[src/rtl/sum_bcd_pkg.sv]
// Shared types and constants for the sum_bcd_display block: FSM state
// encoding, active-low seven-segment patterns and a count-width helper.
package sum_bcd_pkg;

  typedef enum logic [1:0] {
    StIdle  = 2'd0,
    StShift = 2'd1,
    StDone  = 2'd2
  } state_e;

  // Active-low segments, bit0 = seg a .. bit6 = seg g
  localparam logic [6:0] SEG_BLANK = 7'h7F;
  localparam logic [6:0] SEG_0     = 7'b1000000;
  localparam logic [6:0] SEG_1     = 7'b1111001;
  localparam logic [6:0] SEG_2     = 7'b0100100;
  localparam logic [6:0] SEG_3     = 7'b0110000;
  localparam logic [6:0] SEG_4     = 7'b0011001;
  localparam logic [6:0] SEG_5     = 7'b0010010;
  localparam logic [6:0] SEG_6     = 7'b0000010;
  localparam logic [6:0] SEG_7     = 7'b1111000;
  localparam logic [6:0] SEG_8     = 7'b0000000;
  localparam logic [6:0] SEG_9     = 7'b0010000;

  // Bits needed to hold an iteration index 0..in_w
  function automatic int unsigned cnt_width(int unsigned in_w);
    int unsigned w;
    w = 1;
    while ((32'd1 << w) <= in_w) begin
      w = w + 1;
    end
    return w;
  endfunction

endpackage

[src/rtl/seg7_decode.sv]
// Combinational BCD nibble to active-low seven-segment decoder.
// Codes above 9 map to a blank digit.
module seg7_decode
  import sum_bcd_pkg::*;
(
  input  logic [3:0] bcd_i,
  output logic [6:0] seg_o
);

  // Table lookup; out-of-range nibbles blank the digit
  always_comb begin
    seg_o = SEG_BLANK;
    case (bcd_i)
      4'd0:    seg_o = SEG_0;
      4'd1:    seg_o = SEG_1;
      4'd2:    seg_o = SEG_2;
      4'd3:    seg_o = SEG_3;
      4'd4:    seg_o = SEG_4;
      4'd5:    seg_o = SEG_5;
      4'd6:    seg_o = SEG_6;
      4'd7:    seg_o = SEG_7;
      4'd8:    seg_o = SEG_8;
      4'd9:    seg_o = SEG_9;
      default: seg_o = SEG_BLANK;
    endcase
  end

endmodule

[src/rtl/sum_bcd_display.sv]
// Binary-to-BCD converter (sequential double dabble) driving active-low
// seven-segment digits, with a start/busy/done handshake.
// Optional build macro SUM_BCD_LEADING_ZERO_BLANK_EN blanks leading zero
// digits above digit 0 on the hex outputs (bcd is unaffected).
module sum_bcd_display
  import sum_bcd_pkg::*;
#(
  parameter int unsigned IN_W   = 5,
  parameter int unsigned DIGITS = 2
) (
  input  logic                  clk,
  input  logic                  rst,
  input  logic                  start,
  input  logic [IN_W-1:0]       bin,
  output logic                  busy,
  output logic                  done,
  output logic [4*DIGITS-1:0]   bcd,
  output logic [7*DIGITS-1:0]   hex
);

  localparam int unsigned BcdW = 4 * DIGITS;
  localparam int unsigned SrW  = BcdW + IN_W;
  localparam int unsigned CntW = cnt_width(IN_W);

  state_e              state_q;
  logic [SrW-1:0]      sr_q;
  logic [CntW-1:0]     cnt_q;
  logic [BcdW-1:0]     bcd_q;
  logic [7*DIGITS-1:0] hex_q;
  logic                done_q;

  logic [SrW-1:0]      sr_adj;
  logic [BcdW-1:0]     bcd_field;
  logic [7*DIGITS-1:0] seg_dec;
  logic [7*DIGITS-1:0] hex_d;
  logic [7*DIGITS-1:0] hex_rst;
`ifdef SUM_BCD_LEADING_ZERO_BLANK_EN
  logic                lead_zero;
`endif

  assign bcd_field = sr_q[IN_W +: BcdW];

  // Add-3 correction on every BCD nibble that is 5 or more
  always_comb begin
    sr_adj = sr_q;
    for (int k = 0; k < DIGITS; k++) begin
      if (sr_q[IN_W + 4*k +: 4] >= 4'd5) begin
        sr_adj[IN_W + 4*k +: 4] = sr_q[IN_W + 4*k +: 4] + 4'd3;
      end
    end
  end

  for (genvar g = 0; g < DIGITS; g++) begin : g_dec
    seg7_decode u_seg7_decode (
      .bcd_i (bcd_field[4*g +: 4]),
      .seg_o (seg_dec[7*g +: 7])
    );
  end

  // Display pattern loaded in DONE, optionally with leading zeros blanked
  always_comb begin
    hex_d = seg_dec;
`ifdef SUM_BCD_LEADING_ZERO_BLANK_EN
    lead_zero = 1'b1;
    for (int k = DIGITS - 1; k >= 1; k--) begin
      if (lead_zero && (bcd_field[4*k +: 4] == 4'd0)) begin
        hex_d[7*k +: 7] = SEG_BLANK;
      end else begin
        lead_zero = 1'b0;
      end
    end
`endif
  end

  // Display pattern after reset: "0" on digit 0, upper digits per build option
  always_comb begin
    hex_rst = '0;
    for (int k = 0; k < DIGITS; k++) begin
`ifdef SUM_BCD_LEADING_ZERO_BLANK_EN
      hex_rst[7*k +: 7] = (k == 0) ? SEG_0 : SEG_BLANK;
`else
      hex_rst[7*k +: 7] = SEG_0;
`endif
    end
  end

  // Control FSM with registered outputs; reset aborts any conversion
  always_ff @(posedge clk) begin
    if (rst) begin
      state_q <= StIdle;
      sr_q    <= '0;
      cnt_q   <= '0;
      bcd_q   <= '0;
      hex_q   <= hex_rst;
      done_q  <= 1'b0;
    end else begin
      done_q <= 1'b0;
      unique case (state_q)
        StIdle: begin
          if (start) begin
            sr_q    <= {{BcdW{1'b0}}, bin};
            cnt_q   <= '0;
            state_q <= StShift;
          end
        end
        StShift: begin
          sr_q  <= sr_adj << 1;
          cnt_q <= cnt_q + CntW'(1);
          if (cnt_q == CntW'(IN_W - 1)) begin
            state_q <= StDone;
          end
        end
        StDone: begin
          bcd_q   <= bcd_field;
          hex_q   <= hex_d;
          done_q  <= 1'b1;
          state_q <= StIdle;
        end
        default: state_q <= StIdle;
      endcase
    end
  end

  assign busy = (state_q != StIdle);
  assign done = done_q;
  assign bcd  = bcd_q;
  assign hex  = hex_q;

endmodule

[config.mk]
export PLATFORM = sky130hd
export DESIGN_NAME = sum_bcd_display
export DESIGN_NICKNAME = d
export VERILOG_FILES = /design/src/rtl/sum_bcd_pkg.sv /design/src/rtl/seg7_decode.sv /design/src/rtl/sum_bcd_display.sv
export SDC_FILE = /design/constraint.sdc
export NUM_CORES = 1
export LEC_CHECK = 0
export BUFFER_PORTS_ARGS = -buffer_cell sky130_fd_sc_hd__buf_4
export CAP_MARGIN = 20
export CORE_MARGIN = 2
export CORE_UTILIZATION = 35
export DETAILED_ROUTE_END_ITERATION = 16
export HOLD_SLACK_MARGIN = 0.05
export SLEW_MARGIN = 10
export SYNTH_ARGS = -nofsm -noshare
export SYNTH_HDL_FRONTEND = slang
export SYNTH_SLANG_ARGS = --single-unit
[constraint.sdc]
create_clock -name clk -period 3.1 [get_ports clk]
set_clock_uncertainty 0.1 [all_clocks]
set_input_delay 0.93 -clock clk [delete_from_list [all_inputs] [get_ports clk]]
set_output_delay 0.93 -clock clk [all_outputs]
set_load 0.01 [all_outputs]
==> results.rst, run 1 <==
.. list-table::
   :header-rows: 1

   * - Metric
     - Value
   * - Most frequent cells after synthesis
     - sky130_fd_sc_hd__dfxtp_1 (41), sky130_fd_sc_hd__nor2_1 (38), sky130_fd_sc_hd__a21oi_1 (30)
   * - Max transition margin
     - 0.624
   * - Final number of max-transition violations
     - 0
   * - Most repeated cell in the gate-level netlist after synthesis
     - sky130_fd_sc_hd__dfxtp_1
   * - Synth top area share
     - 0.402
   * - Register clock-pin slew on the reported worst setup and hold paths
     - 0.07 ns
   * - Row count
     - 27
   * - Average routed wire per standard cell
     - 11.7 µm
   * - Largest delay contributor family on the critical path
     - flip-flops
   * - Final-layout setup total negative slack
     - 0 ns
   * - Share of cells above drive strength 1
     - 0.165
   * - Port Buffers
     - 31
   * - Gate count of the mapped netlist
     - 250
   * - Synth-to-Final Area Change
     - 15.6%
   * - Wirelength, routed
     - 4050 µm
   * - Kind of launch point of the worst setup path
     - register
   * - Type of the most critical hold path
     - reg2reg
   * - Crit share post-route
     - 0.750
   * - EDFF count, synth
     - 0
   * - Die area
     - 6460 µm²
   * - GRT Residual Overflow
     - 0
   * - Hold Violations, Final
     - 0
   * - Distinct cell type count of the synthesized netlist
     - 40
   * - Setup repair bufs after CTS
     - 0
   * - Root cell of the clock tree
     - sky130_fd_sc_hd__clkbuf_8
   * - Count of synthesis-stage warnings from yosys
     - 0
   * - Critical Path AT
     - 1.30 ns
   * - Starting Density
     - 0.367
   * - Internal power summed over all cells
     - 737 µW
   * - Clock buffer depth
     - 2
   * - CTS Buf Count
     - 5
   * - Total Routing Usage GR
     - 0.136
   * - Combined area of the multi-input logic cells
     - 1080 µm²
   * - Floorplan Core Area
     - 5570 µm²
   * - Max Freq
     - 430 MHz
   * - Vias after detailed routing
     - 1669
   * - Number of vias per cell
     - 4.84
   * - Final antenna-violating net count
     - 0
   * - Power per standard cell area
     - 405 nW/µm²
   * - Reg power frac
     - 0.568
   * - Clk_lat worst skew
     - 0.29 ns
   * - Count of hold buffers inserted by post-cts repair
     - 0
   * - Measured slew at the worst slew-check pin
     - 0.563 ns
   * - Count of unresolved DRC violations after routing
     - 0
   * - #FFs+latches synth
     - 41
   * - Height of the chip
     - 80.4 µm
   * - Max incr delay on CP
     - 0.49 ns
   * - CTS tree
     - done
   * - Half-perimeter wire length after placement
     - 2820 µm
   * - Max-cap viol count
     - 0
   * - Synth area leaders
     - sky130_fd_sc_hd__dfxtp_1 (40%), sky130_fd_sc_hd__ha_1 (8.6%), sky130_fd_sc_hd__a21oi_1 (7.3%), sky130_fd_sc_hd__nor2_1 (7.0%), sky130_fd_sc_hd__nand2_1 (4.8%)
   * - Antenna violations before repair
     - 0
   * - Setup violators final
     - 0
   * - Data required time at the worst endpoint
     - 2.07 ns
   * - RSZ-0062 raised after global routing
     - no
   * - Combinational share of power
     - 0.064
   * - Number of global-route vias before repair
     - 1584
   * - Width of the die
     - 80.4 µm
   * - First-pass GRT wire length
     - 6940 µm
   * - DRT iter0 DRCs
     - 83
   * - DRT Pass-1 Iters
     - 4
   * - Number of resized instances in the post-cts repair step
     - 0
   * - Main synth FF type
     - sky130_fd_sc_hd__dfxtp_1
   * - Leakage
     - 0.962 nW
   * - Type of the setup path with the least slack
     - reg2out
   * - Crit-path max FO
     - 19
   * - Critical-path cell with the highest stage delay
     - sky130_fd_sc_hd__dfxtp_1
   * - Layout Nets
     - 295
   * - Post-Syn Area per Cell
     - 8.17 µm²
   * - Net count after synthesis
     - 272
   * - Diode insertion count for antenna repair
     - 0
   * - Sequential cell area
     - 821 µm²
   * - Clk network pwr share
     - 0.368
   * - GP Congestion
     - 0.801
   * - Critical path, cell by cell
     - or2_2 > buf_4
   * - Deepest level of the CTS H-tree
     - 2
   * - Switching share of power
     - 0.230
   * - VDD IR max
     - 0.269 mV
   * - Final design utilization
     - 0.424
   * - Synth async-reset ratio
     - 0
   * - Final-layout fill cell count
     - 599
   * - Clock sink count
     - 41
   * - # IOs
     - 32
   * - Sequential share of the synthesized area
     - 0.402
   * - Outcome
     - complete, no violations
   * - Category of the worst setup path capture point
     - primary output
   * - Final critical path time including I/O delays and setup
     - 2.33 ns
   * - Buffers plus inverters on the worst setup path
     - 1
   * - Leading area contributor after synthesis
     - sky130_fd_sc_hd__dfxtp_1
   * - Reported net switching power
     - 220 µW
   * - Maximum number of pins on one net before global-route repair
     - 39
   * - Post-Synthesis Cell Area
     - 2040 µm²
## flip-flops by register name (all words and copies together), names as in the netlist
signal / flops
sr_q: 13
bcd: 8
cnt_q: 3
hex: 14
state_q: 2
done: 1
## cells by family after synthesis
logic type / after synthesis / share of synthesized area
AO/OA/AOI/OAI: 61 / 0.184
multiplexers: 4 / 0.0202
flip-flops: 41 / 0.402
buffers and inverters: 27 / 0.0698
AND/OR/NAND/NOR: 99 / 0.221
adder cells (fa/ha/maj): 14 / 0.0857
XOR/XNOR: 4 / 0.0171
## metrics by stage
stage	cell area, µm²	total power [mW]	setup WS (ns)	hold slack [ns]	std cells
2_1_floorplan	2040	0.600	1.18	0.366	250
6_report	2360	0.958	0.775	0.355	345
3_5_place_dp	2270	0.619	1.10	0.348	338
5_1_grt	2360	1.00	0.712	0.375	345
3_3_place_gp	2270	0.618	1.12	0.346	338
4_1_cts	2360	0.974	0.760	0.358	345
## power groups by stage
stage	combinational [mW]	clock, mW	sequential [mW]
after global placement	0.0617	0	0.556
after global routing	0.0712	0.388	0.545
final	0.0614	0.353	0.544
after floorplan	0.0495	0	0.551
after detailed placement	0.0622	0	0.556
after CTS	0.0627	0.367	0.544
## area by class of cell
cell class,instances,area share
Inverter,11,0.0175
Clock inverter,1,0.00318
Multi-Input combinational cell,182,0.457
Timing Repair Buffer,32,0.102
Sequential cell,41,0.347
Tap cell,72,0.0381
Clock buffer,6,0.0350
## path summary, 6_finish.rpt
| path | cells after the start | start | endpoint | slack, ns |
|---|---|---|---|---|
| max | 2 | state_q[0]$_SDFFE_PP0P_ | busy | 0.77 |
| max reg2reg | 7 | sr_q[6]$_SDFFE_PP0P_ | sr_q[8]$_SDFFE_PP0P_ | 1.29 |
| min | 2 | hex[3]$_SDFFE_PP0P_ | hex[3]$_SDFFE_PP0P_ | 0.35 |
| min reg2reg | 2 | hex[3]$_SDFFE_PP0P_ | hex[3]$_SDFFE_PP0P_ | 0.35 |
## routing by layer
layer	wire length, µm	global-route usage	up-vias
met5	0	0	-
met4	65	0.0559	0
met3	207	0.0315	7
met2	1720	0.218	32
met1	2060	0.175	747
li1	-	-	883
## cell usage in the layout (no fill, tap or decap), types with 2 or more instances in the layout
cell type                  instances
sky130_fd_sc_hd__dfxtp_1          41
sky130_fd_sc_hd__nor2_1           38
sky130_fd_sc_hd__buf_4            32
sky130_fd_sc_hd__a21oi_1          30
sky130_fd_sc_hd__nand2_1          26
sky130_fd_sc_hd__ha_1             14
sky130_fd_sc_hd__inv_1            11
sky130_fd_sc_hd__nor3_1           11
sky130_fd_sc_hd__o21ai_0           9
sky130_fd_sc_hd__nor2b_1           7
sky130_fd_sc_hd__clkbuf_8          6
sky130_fd_sc_hd__nand2b_1          5
sky130_fd_sc_hd__a22o_1            4
sky130_fd_sc_hd__mux2i_1           3
sky130_fd_sc_hd__xnor2_1           3
sky130_fd_sc_hd__a22oi_1           3
sky130_fd_sc_hd__nand3_1           3
sky130_fd_sc_hd__nor2_2            2
sky130_fd_sc_hd__a21o_1            2
sky130_fd_sc_hd__o211ai_1          2
sky130_fd_sc_hd__a211oi_1          2
sky130_fd_sc_hd__o311ai_0          2
sky130_fd_sc_hd__a311oi_1          2
## worst register-to-register path: stages (launching register included)
cell,delay (ns)
sky130_fd_sc_hd__dfxtp_1,0.48
sky130_fd_sc_hd__inv_1,0.17
sky130_fd_sc_hd__ha_1,0.24
sky130_fd_sc_hd__ha_1,0.30
sky130_fd_sc_hd__inv_1,0.06
sky130_fd_sc_hd__a21oi_1,0.05
sky130_fd_sc_hd__o21ai_0,0.19
sky130_fd_sc_hd__a21oi_1,0.08
Note: power is estimated with default switching activity, not from simulation.
==> run 2, diff against run 1 <==
==> constraint.sdc (replaced) <==
create_clock -name clk -period 2.35 [get_ports clk]
set_clock_uncertainty 0.1 [all_clocks]
set_input_delay 0.705 -clock clk [delete_from_list [all_inputs] [get_ports clk]]
set_output_delay 0.705 -clock clk [all_outputs]
set_load 0.01 [all_outputs]
==> results.rst, run 2 (synthesized netlist as in run 1, its figures left out) <==
.. list-table::
   :header-rows: 1

   * - Metric
     - Value
   * - Outcome
     - complete, no violations
   * - Number of placed cells counting well taps
     - 341
   * - First-pass GRT wire length
     - 7050 µm
   * - Crit share post-route
     - 0.811
   * - Combined area of the multi-input logic cells
     - 1080 µm²
   * - Die area
     - 6460 µm²
   * - DRT iter0 DRCs
     - 94
   * - CTS tree
     - done
   * - Final worst hold slack
     - 0.358 ns
   * - Number of global-route vias before repair
     - 1495
   * - Leading cell type in the layout, fill and taps excluded
     - sky130_fd_sc_hd__dfxtp_1
   * - Row count
     - 27
   * - Number of vias per cell
     - 4.89
   * - Count of unresolved DRC violations after routing
     - 0
   * - GP Congestion
     - 0.806
   * - Internal power summed over all cells
     - 1.09 mW
   * - Number of flip-flops in the largest register
     - 14
   * - VDD IR max
     - 0.242 mV
   * - CTS Buf Count
     - 5
   * - Number of resized instances in the post-cts repair step
     - 0
   * - Clock sink count
     - 41
   * - Count of hold buffers inserted by post-cts repair
     - 0
   * - Data required time at the worst endpoint
     - 1.54 ns
   * - Synth-to-Final Area Change
     - 18.0%
   * - Floorplan Core Area
     - 5570 µm²
   * - # IOs
     - 32
   * - Hold Violations, Final
     - 0
   * - Reg power frac
     - 0.515
   * - Setup violators final
     - 0
   * - Total Routing Usage GR
     - 0.141
   * - Depth of the worst register-to-register path
     - 6
   * - Wirelength, routed
     - 4110 µm
   * - Port Buffers
     - 31
   * - Crit-path max FO
     - 6
   * - Half-perimeter wire length after placement
     - 2870 µm
   * - Final-layout fill cell count
     - 594
   * - Most frequent cells in the layout
     - sky130_fd_sc_hd__dfxtp_1 (41), sky130_fd_sc_hd__nor2_1 (38), sky130_fd_sc_hd__buf_4 (35), sky130_fd_sc_hd__a21oi_1 (30), sky130_fd_sc_hd__nand2_1 (26)
   * - Final critical path time including I/O delays and setup
     - 1.91 ns
   * - Source of the worst register-to-register timing path
     - sr_q[6]$_SDFFE_PP0P_
   * - DRT Pass-1 Iters
     - 4
   * - RSZ-0062 raised after global routing
     - no
   * - Start point of the worst hold path
     - hex[0]$_SDFFE_PP0P_
   * - Max-cap viol count
     - 0
   * - Hold Path Cell Cnt
     - 2
   * - Reg2reg end
     - sr_q[6]$_SDFFE_PP0P_
   * - Critical Path AT
     - 1.10 ns
   * - Non-Filler Instances
     - 349
   * - GRT Residual Overflow
     - 0
   * - Average routed wire per standard cell
     - 11.8 µm
   * - Vias after detailed routing
     - 1708
   * - Final design utilization
     - 0.433
   * - Max transition margin
     - 0.614
   * - Reported net switching power
     - 297 µW
   * - Kind of launch point of the worst setup path
     - register
   * - Register-to-register setup slack
     - 0.58 ns
   * - Starting Density
     - 0.367
   * - Destination of the worst hold path
     - hex[0]$_SDFFE_PP0P_
   * - Category of the worst setup path capture point
     - primary output
   * - Sequential cell area
     - 821 µm²
   * - Layout Nets
     - 298
   * - Final-layout setup total negative slack
     - 0 ns
   * - Clk network pwr share
     - 0.422
   * - Measured slew at the worst slew-check pin
     - 0.579 ns
   * - Final antenna-violating net count
     - 0
   * - Maximum number of pins on one net before global-route repair
     - 39
   * - Root cell of the clock tree
     - sky130_fd_sc_hd__clkbuf_8
   * - Final number of max-transition violations
     - 0
   * - Power per standard cell area
     - 575 nW/µm²
   * - Register clock-pin slew on the reported worst setup and hold paths
     - 0.08 ns
   * - Leakage
     - 0.993 nW
   * - Diode insertion count for antenna repair
     - 0
   * - Clk_lat worst skew
     - 0.29 ns
   * - Antenna violations before repair
     - 0
   * - Switching share of power
     - 0.214
   * - Width of the die
     - 80.4 µm
   * - Height of the chip
     - 80.4 µm
   * - Type of the most critical hold path
     - reg2reg
   * - Setup repair bufs after CTS
     - 0
   * - Share of cells above drive strength 1
     - 0.173
   * - Clock buffer depth
     - 2
   * - Type of the setup path with the least slack
     - reg2out
   * - Deepest level of the CTS H-tree
     - 2
   * - Combinational share of power
     - 0.064
   * - Max Freq
     - 525 MHz
-- run 2: changes by cell type in the layout (fill, tap and decap cells not counted) --
cell | before | now
sky130_fd_sc_hd__bufinv_16 | 0 | 1
sky130_fd_sc_hd__buf_4 | 32 | 35
sky130_fd_sc_hd__clkbuf_1 | 0 | 1
sky130_fd_sc_hd__clkinvlp_4 | 1 | 0
-- run 2: how the worst max path moves through the flow --
stage | cells past startpoint | from | slack [ns] | to
final | 2 | state_q[1]$_SDFFE_PP0P_ | 0.44 | busy
after floorplan | 3 | state_q[0]$_SDFFE_PP0P_ | 0.65 | busy
after global placement | 3 | rst | 0.58 | sr_q[11]$_SDFFE_PP0P_
after global routing | 2 | state_q[1]$_SDFFE_PP0P_ | 0.38 | busy
after detailed placement | 3 | rst | 0.59 | sr_q[6]$_SDFFE_PP0P_
after CTS | 2 | state_q[1]$_SDFFE_PP0P_ | 0.43 | busy
-- run 2: power by group through the flow --
stage | Sequential (mW) | Combinational [mW] | Clock [mW]
finish | 0.713 | 0.0880 | 0.585
global placement | 0.729 | 0.0884 | 0
global route | 0.715 | 0.101 | 0.639
floorplan | 0.726 | 0.0653 | 0
CTS | 0.713 | 0.0895 | 0.606
detailed placement | 0.729 | 0.0891 | 0
-- run 2: area by class of cell --
class,instances,area share
Multi-Input combinational cell,182,0.448
Sequential cell,41,0.340
Timing Repair Buffer,35,0.109
Tap cell,72,0.0374
Clock buffer,7,0.0358
Inverter,11,0.0171
Clock inverter,1,0.0125
-- run 2: stage by stage --
step	total power, mW	area [µm²]	setup WS (ns)
after global routing	1.45	2410	0.384
after CTS	1.41	2410	0.431
after floorplan	0.792	2040	0.654
after detailed placement	0.818	2290	0.592
final	1.39	2410	0.444
after global placement	0.817	2290	0.579
-- run 2: worst max-delay path, stage by stage, from the launching register on --
cell and delay [ns]:
sky130_fd_sc_hd__dfxtp_1 0.37, sky130_fd_sc_hd__or2_2 0.29, sky130_fd_sc_hd__buf_4 0.15
-- run 2: per-layer routing --
| layer | part of all wire | vias up | GRT usage |
|---|---|---|---|
| li1 | - | 898 | - |
| met1 | 0.50 | 765 | 0.194 |
| met2 | 0.42 | 40 | 0.207 |
| met3 | 0.056 | 5 | 0.0382 |
| met4 | 0.016 | 0 | 0.0559 |
| met5 | 0 | - | 0 |
==> run 3, diff against run 2 <==
--- a/config.mk
+++ b/config.mk
@@ -5,6 +5,7 @@
 export SDC_FILE = /design/constraint.sdc
 export NUM_CORES = 1
 export LEC_CHECK = 0
+export ABC_AREA = 1
 export BUFFER_PORTS_ARGS = -buffer_cell sky130_fd_sc_hd__buf_4
 export CAP_MARGIN = 20
 export CORE_MARGIN = 2
==> constraint.sdc (replaced) <==
create_clock -name clk -period 1.71 [get_ports clk]
set_clock_uncertainty 0.1 [all_clocks]
set_input_delay 0.513 -clock clk [delete_from_list [all_inputs] [get_ports clk]]
set_output_delay 0.513 -clock clk [all_outputs]
set_load 0.01 [all_outputs]
==> results.rst, run 3 <==
.. list-table::
   :header-rows: 1

   * - Metric
     - Value
   * - Outcome
     - complete, no violations
   * - Number of resized instances in the post-cts repair step
     - 0
   * - EDFF count, synth
     - 0
   * - #FFs+latches synth
     - 41
   * - Type of the setup path with the least slack
     - reg2out
   * - Start point of the worst hold path
     - rst
   * - Kind of launch point of the worst setup path
     - register
   * - Diode insertion count for antenna repair
     - 0
   * - Die area
     - 6310 µm²
   * - Category of the worst setup path capture point
     - primary output
   * - Root cell of the clock tree
     - sky130_fd_sc_hd__clkbuf_8
   * - Maximum number of pins on one net before global-route repair
     - 25
   * - Gate count of the mapped netlist
     - 252
   * - Final design utilization
     - 0.432
   * - Height of the chip
     - 79.4 µm
   * - Port Buffers
     - 31
   * - Measured slew at the worst slew-check pin
     - 0.409 ns
   * - RSZ-0062 raised after global routing
     - yes
   * - DRT iter0 DRCs
     - 81
   * - Final instance area
     - 2380 µm²
   * - Final antenna-violating net count
     - 0
   * - Max Freq
     - 612 MHz
   * - Final worst hold slack
     - 0.340 ns
   * - Synth async-reset ratio
     - 0
   * - Setup violators final
     - 0
   * - Max-cap viol count
     - 0
   * - Total Routing Usage GR
     - 0.141
   * - CP Launch Point
     - state_q[1]$_SDFFE_PP0P_
   * - Wirelength, routed
     - 4070 µm
   * - Count of hold buffers inserted by post-cts repair
     - 0
   * - Leakage
     - 1.03 nW
   * - Vias after detailed routing
     - 1695
   * - Count of synthesis-stage warnings from yosys
     - 0
   * - Count of unresolved DRC violations after routing
     - 0
   * - Non-Filler Instances
     - 357
   * - Net count after synthesis
     - 274
   * - Power, Total
     - 1.73 mW
   * - Floorplan Core Area
     - 5510 µm²
   * - Final-layout setup total negative slack
     - 0 ns
   * - Deepest level of the CTS H-tree
     - 2
   * - Hold Path Cell Cnt
     - 2
   * - Worst slack at placement
     - 0.142 ns
   * - Depth of the worst register-to-register path
     - 7
   * - Most frequent cells in the layout
     - sky130_fd_sc_hd__nand2_1 (48), sky130_fd_sc_hd__dfxtp_1 (40), sky130_fd_sc_hd__buf_4 (35), sky130_fd_sc_hd__a21oi_1 (24), sky130_fd_sc_hd__o21ai_0 (22)
   * - Register clock-pin slew on the reported worst setup and hold paths
     - 0.08 ns
   * - Number of global-route vias before repair
     - 1515
   * - Main synth FF type
     - sky130_fd_sc_hd__dfxtp_1
   * - VDD IR max
     - 0.349 mV
   * - First-pass GRT wire length
     - 7080 µm
   * - Final-layout fill cell count
     - 562
   * - Sequential share of the synthesized area
     - 0.412
   * - Leading cell type in the layout, fill and taps excluded
     - sky130_fd_sc_hd__nand2_1
   * - Power per standard cell area
     - 729 nW/µm²
   * - Layout Nets
     - 307
   * - Synth top area share
     - 0.412
   * - Post-Synthesis Cell Area
     - 1990 µm²
   * - Clock sink count
     - 41
   * - Antenna violations before repair
     - 0
   * - # IOs
     - 32
   * - Setup repair bufs after CTS
     - 0
   * - Share of cells above drive strength 1
     - 0.218
   * - Final critical path time including I/O delays and setup
     - 1.63 ns
   * - Most repeated cell in the gate-level netlist after synthesis
     - sky130_fd_sc_hd__nand2_1
   * - Critical Path AT
     - 1.02 ns
   * - Crit share post-route
     - 0.956
   * - Number of vias per cell
     - 4.75
   * - Type of the most critical hold path
     - in2reg
   * - Crit-path max FO
     - 4
   * - Half-perimeter wire length after placement
     - 2930 µm
   * - Clock buffer depth
     - 2
   * - Hold Violations, Final
     - 0
   * - Leading area contributor after synthesis
     - sky130_fd_sc_hd__dfxtp_1
   * - Source of the worst register-to-register timing path
     - sr_q[6]$_SDFFE_PP0P_
   * - Clk_lat worst skew
     - 0.29 ns
   * - Distinct cell type count of the synthesized netlist
     - 31
   * - Final number of max-transition violations
     - 0
   * - Number of flip-flops in the largest register
     - 14
   * - Width of the die
     - 79.4 µm
   * - Max transition margin
     - 0.724
   * - Final setup margin
     - 0.0758 ns
   * - CTS tree
     - done
   * - Most frequent cells after synthesis
     - sky130_fd_sc_hd__nand2_1 (48), sky130_fd_sc_hd__dfxtp_1 (41), sky130_fd_sc_hd__a21oi_1 (24)
   * - Data required time at the worst endpoint
     - 1.10 ns
   * - Cell area after placement
     - 2290 µm²
   * - Synth-to-Final Area Change
     - 19.4%
   * - Row count
     - 27
   * - Post-Syn Area per Cell
     - 7.90 µm²
   * - Average routed wire per standard cell
     - 11.4 µm
   * - CTS Buf Count
     - 5
   * - GP Congestion
     - 0.872
   * - DRT Pass-1 Iters
     - 4
   * - Starting Density
     - 0.362
   * - Synth area leaders
     - sky130_fd_sc_hd__dfxtp_1 (41%), sky130_fd_sc_hd__nand2_1 (9.0%), sky130_fd_sc_hd__ha_1 (8.8%), sky130_fd_sc_hd__a21oi_1 (6.0%), sky130_fd_sc_hd__o21ai_0 (5.5%)
   * - GRT Residual Overflow
     - 0
   * - Number of placed cells counting well taps
     - 350
-- run 3: changes by cell type after synthesis, moves of 5 or more --
cell	before	now
sky130_fd_sc_hd__nor2_1	38	13
sky130_fd_sc_hd__nor3_1	11	3
sky130_fd_sc_hd__nand2b_1	5	0
sky130_fd_sc_hd__nor2b_1	7	0
sky130_fd_sc_hd__inv_2	0	5
sky130_fd_sc_hd__o21ai_0	9	22
sky130_fd_sc_hd__a21oi_1	30	24
sky130_fd_sc_hd__nand2_1	26	48
sky130_fd_sc_hd__inv_1	11	18
sky130_fd_sc_hd__nand3_1	3	21
-- run 3: where the power goes --
part	internal, mW	leakage, nW	switching [mW]
sequential	0.972	0.333	0.0126
combinational	0.0508	0.650	0.0723
clock	0.320	0.0443	0.306
-- run 3: kinds of logic after synthesis --
kind of cell / count (synthesis) / share of synthesized area
and+or+nand+nor: 98 / 0.232
DFF: 41 / 0.412
xor gates and xnor gates: 2 / 0.00880
buffers and inverters: 34 / 0.0861
adders and majority gates: 14 / 0.0879
AOI/OAI and AO/OA: 63 / 0.173
-- run 3: area by class of cell --
type	instances	area, µm²	share of cell area
Sequential cell	41	822	0.346
Multi-Input combinational cell	177	1000	0.421
Inverter	24	95.1	0.0400
Tap cell	72	90.1	0.0379
Timing Repair Buffer	36	283	0.119
Clock buffer	7	86.3	0.0363
-- run 3: per-layer routing --
layer	up-vias	part of all wire	wire, µm	track usage
met5	-	0	0	0
met4	0	0.015	61	0.0466
met3	8	0.053	215	0.0385
met2	39	0.41	1690	0.213
met1	740	0.52	2110	0.195
li1	908	-	-	-
-- run 3: critical path, stage by stage, from the launching register on --
cell and delay, ns:
sky130_fd_sc_hd__dfxtp_1 0.48, sky130_fd_sc_hd__nor2_2 0.08, sky130_fd_sc_hd__inv_1 0.06, sky130_fd_sc_hd__buf_4 0.11
-- run 3: path summary, 6_finish.rpt --
check	end	slack (ns)
worst max-delay path	busy	0.08
worst min-delay path	hex[0]$_SDFFE_PP0P_	0.34
worst max register to register	sr_q[8]$_SDFFE_PP0P_	0.19
worst min register to register	sr_q[0]$_SDFFE_PP0P_	0.36
